`src/rtl/multiplier_pipe.sv`:
```
// Pipelined integer multiplier for the MULT/MULTU issue queue.
// The full 2*WIDTH product is formed at issue and carried with its tag through STAGES slots.
module multiplier_pipe #(
  parameter int WIDTH  = 32,
  parameter int TAG_W  = 6,
  parameter int STAGES = 4
) (
  input  logic               clk,
  input  logic               reset,
  input  logic               issuemult_enable,
  input  logic               issuemult_signed,
  input  logic [WIDTH-1:0]   issuemult_rsdata,
  input  logic [WIDTH-1:0]   issuemult_rtdata,
  input  logic [TAG_W-1:0]   issuemult_rdtag,
  input  logic               issuemult_flush,
  input  logic               cdb_grant,
  output logic               issuemult_ready,
  output logic               issuemult_valid_out,
  output logic [WIDTH-1:0]   issuemult_out_hi,
  output logic [WIDTH-1:0]   issuemult_out_lo,
  output logic [TAG_W-1:0]   issuemult_rdtag_out
);

  localparam int PW = 2 * WIDTH;

  logic [STAGES-1:0] r_valid;
  logic [TAG_W-1:0]  r_tag  [STAGES];
  logic [PW-1:0]     r_prod [STAGES];

  logic              w_stall;
  logic              w_accept;
  logic [PW-1:0]     w_rs_ext;
  logic [PW-1:0]     w_rt_ext;
  logic [PW-1:0]     w_prod;

  // A result parked at the tail without a CDB grant freezes the whole pipe.
  assign w_stall         = r_valid[STAGES-1] & ~cdb_grant;
  assign issuemult_ready = ~w_stall;
  assign w_accept        = issuemult_enable & ~w_stall & ~issuemult_flush;

  // Sign- or zero-extend to product width; the low PW bits of the modular product are exact in both modes.
  always_comb begin
    w_rs_ext = {{WIDTH{issuemult_signed & issuemult_rsdata[WIDTH-1]}}, issuemult_rsdata};
    w_rt_ext = {{WIDTH{issuemult_signed & issuemult_rtdata[WIDTH-1]}}, issuemult_rtdata};
    w_prod   = w_rs_ext * w_rt_ext;
  end

  // Slot shift register; bubbles and squashed slots carry zero data so the tail reads 0 when invalid.
  always_ff @(posedge clk) begin
    if (!reset || issuemult_flush) begin
      r_valid <= '0;
      for (int i = 0; i < STAGES; i++) begin
        r_tag[i]  <= '0;
        r_prod[i] <= '0;
      end
    end else if (!w_stall) begin
      r_valid[0] <= w_accept;
      r_tag[0]   <= w_accept ? issuemult_rdtag : '0;
      r_prod[0]  <= w_accept ? w_prod : '0;
      for (int i = 1; i < STAGES; i++) begin
        r_valid[i] <= r_valid[i-1];
        r_tag[i]   <= r_tag[i-1];
        r_prod[i]  <= r_prod[i-1];
      end
    end
  end

  assign issuemult_valid_out = r_valid[STAGES-1];
  assign issuemult_out_hi    = r_prod[STAGES-1][PW-1:WIDTH];
  assign issuemult_out_lo    = r_prod[STAGES-1][WIDTH-1:0];
  assign issuemult_rdtag_out = r_tag[STAGES-1];

endmodule

```
`config.mk`:
```
export PLATFORM = sky130hd
export DESIGN_NAME = multiplier_pipe
export DESIGN_NICKNAME = d
export VERILOG_FILES = /design/src/rtl/multiplier_pipe.sv
export SDC_FILE = /design/constraint.sdc
export NUM_CORES = 2
export LEC_CHECK = 0
export ABC_AREA = 0
export CAP_MARGIN = 20
export CORE_MARGIN = 10
export CORE_UTILIZATION = 41
export CTS_BUF_LIST = sky130_fd_sc_hd__clkbuf_16
export CTS_CLUSTER_SIZE = 30
export DETAILED_ROUTE_END_ITERATION = 10
export PLACE_DENSITY = 0.54
export RECOVER_POWER = 25
export SYNTH_ARGS = -nofsm -noshare
export SYNTH_HDL_FRONTEND = slang
export SYNTH_SLANG_ARGS = --single-unit
```
`constraint.sdc`:
```
create_clock -name clk -period 17.4 [get_ports clk]
set_input_delay 2.61 -clock clk [delete_from_list [all_inputs] [get_ports clk]]
set_output_delay 2.61 -clock clk [all_outputs]
set_load 0.01 [all_outputs]
```
==> flow_summary.ini <==
[run_status]
outcome = complete, but fails checks
violations = max-capacitance violations, max-slew violations

[grt]
grt.total_usage_pct = 19.5
grt_max_degree = 148
first_global_vias = 33784
antenna_found_initial = 4
gr-total-overflow = 0
grt_pass1_wl_um = 201000

[min_path]
worstHoldPathCells = 2
hold_path_startpoint = r_valid[0]$_SDFFE_PP0N_
min_to = r_valid[0]$_SDFFE_PP0N_
hold_class = flip-flop to flip-flop

[drt]
dr.max_layer_used = met5
postRouteAntennaNets = 0
wl_met2_um = 53600
dr_wl_met3_um = 10500
dr.pass1.iters = 5
wl_per_cell_um = 20.0
viasPerCell = 4.92
drc = 0
vias = 31029
drt-initial-drc-count = 2091
met1_length_um = 60100
wl_um = 126000

[critical_path]
rr_worst_depth = 5
startpoint_type = input port
cp-end-kind = flip-flop
criticalPathCategory = input port to flip-flop
reg2reg_to = r_prod[0][16]$_SDFFCE_PN0P_
cp_max_fo = 50
critical_path_required_ps = 17650
r2r_slack_ps = 9330
worstReg2RegStart = r_valid[3]$_SDFFE_PP0N_
crit_arrival_ps = 12110

[floorplanning]
fp-row-count = 125
core_sq_mm = 0.117
io_pins = 148
die_area_sq_mm = 0.132
start_util_pct = 41.4
dieWidth_um = 363
die_h_um = 363

[clock_network]
cts-resized-gates = 0
clk_pin_slew_ps = 60
root_buffer = clkbuf_16
numCtsBuffers = 24
cts_hold_buf = 0
cts.sinks = 284
clkLatencyLatePin_ps = 520
htreeDepth = 1
post_cts_buffers = 0
clk_path_buf_depth = 3
cts_tree = built

[logic_synthesis]
yosysTopAreaCell = fa_1
syn-num-nets = 6189
synthCells = 4776
syn_area_sq_mm = 0.0482
synth_edf_count = 280
synth.distinct_cells = 61
avgSynthCellArea_sq_um = 10.1
ys.warnings.count = 0
synth-seq-cells = 284
yosys-top-cells-area = fa_1 47%, edfxtp_1 17%, inv_1 8.6%
synth_top_area_share_pct = 46.7
synth_flop_cell = edfxtp_1
seq_area_frac_synth_pct = 17.6
ys_async_sr_fraction_pct = 0

[layout]
final_cell_mix = 1125 x fa_1, 1105 x inv_1, 740 x nand2_1
syn2layout_area_growth_pct = 7.55
final_nets = 6174
final_util_pct = 44.5
final_common_cell = fa_1
drive_gt1_share_pct = 2.64

[timing]
max_freq_mhz = 84.3
slew_headroom_pct = -305
min_period_ps = 11860
finalMaxSlewViolations = 238
setup_tns_ps = 0
tightest_slew_ps = 6050
setup_violations = 0
fin_worst_skew_ps = 17.0
hold_viol_final = 0
post-route-period-util_pct = 68.1
grt_setup_unrepaired = false

[placement]
place_congestion = 0.876
portBuffers = 147
hpwl_um = 96200

[run]
max_cap_viol_count = 2
[Yosys cell counts (5+ instances only)]
| master | number |
|---|---|
| o21a_1 | 8 |
| clkbuf_1 | 246 |
| a211oi_1 | 9 |
| nand4_1 | 13 |
| o21ai_1 | 6 |
| and2_1 | 567 |
| a21oi_1 | 68 |
| xnor2_1 | 51 |
| buf_2 | 6 |
| xor2_1 | 19 |
| inv_1 | 1098 |
| nor2b_1 | 6 |
| nor3_1 | 14 |
| ha_1 | 212 |
| o21bai_1 | 11 |
| nand3_1 | 12 |
| a21o_1 | 34 |
| edfxtp_1 | 280 |
| o211ai_1 | 10 |
| and3_1 | 36 |
| fa_1 | 1125 |
| a31oi_1 | 5 |
| nand2_1 | 741 |
| nor2_1 | 107 |
| o21ai_0 | 19 |
| o2111ai_1 | 5 |
| or2_2 | 8 |
[flip-flops by register name (all words and copies together) (netlist names)]
signal,count
r_prod,256
r_valid,4
r_tag,24
[routing by layer]
layer	track usage [%]	up-vias
met5	0	-
met4	2.78	6
met3	4.36	94
met2	29.2	912
met1	29.4	16134
li1	-	13883
[worst max-delay path, stage by stage]
cell	delay, ps
clkdlybuf4s50_1	450
buf_4	380
and2_1	550
nand2_1	170
inv_1	150
fa_1	490
fa_1	570
fa_1	590
inv_1	260
fa_1	1060
inv_1	320
fa_1	530
fa_1	550
inv_1	50
fa_1	450
fa_1	500
inv_1	40
ha_1	380
a21oi_1	220
nor2_1	90
nor2_1	210
o2111ai_1	210
a2111oi_0	620
a21oi_1	190
a31oi_1	220
xor2_1	160
nor2_1	50
[layout make-up]
type	count	area, sq um
multi-input combinational	3141	34600
sequential	284	8490
clock inverter	18	106
tap	1524	1910
inverter	1098	4120
antenna	3	7.51
timing repair buffer	212	1940
fill	11295	64700
clock buffer	25	626
[stage by stage]
step | area (sq um) | setup slack (ps) | hold slack, ps | std cells
4_1_cts | 51800 | 5460 | 452 | 6301
6_report | 51800 | 5540 | 445 | 6305
3_5_place_dp | 51100 | 4920 | 441 | 6258
3_3_place_gp | 51100 | 5030 | 439 | 6258
2_1_floorplan | 48200 | 6870 | 422 | 4776
5_1_grt | 51800 | 4800 | 480 | 6302
[kinds of logic after synthesis]
logic type,count (synthesis),synth area share (%)
AO/OA/AOI/OAI,212,3.01
XOR/XNOR,70,1.27
adder cells (fa/ha/maj),1337,52.2
buffers and inverters,1351,10.5
flip-flops,284,17.6
multiplexers,1,0.0208
AND/OR/NAND/NOR,1521,15.3
[how the worst max path moves through the flow]
stage	from	end	slack (ps)	cells after the start
CTS	issuemult_rsdata[31]	r_prod[0][59]$_SDFFCE_PN0P_	5460	27
global placement	issuemult_rsdata[31]	r_prod[0][59]$_SDFFCE_PN0P_	5030	27
detailed placement	issuemult_rsdata[31]	r_prod[0][59]$_SDFFCE_PN0P_	4920	27
floorplan	issuemult_signed	r_prod[0][59]$_SDFFCE_PN0P_	6870	26
global route	issuemult_rsdata[31]	r_prod[0][59]$_SDFFCE_PN0P_	4800	27
finish	issuemult_rsdata[31]	r_prod[0][59]$_SDFFCE_PN0P_	5540	27
Power is not shown: default switching activity piles up to over one toggle a cycle in this logic, so the estimate is an artifact.
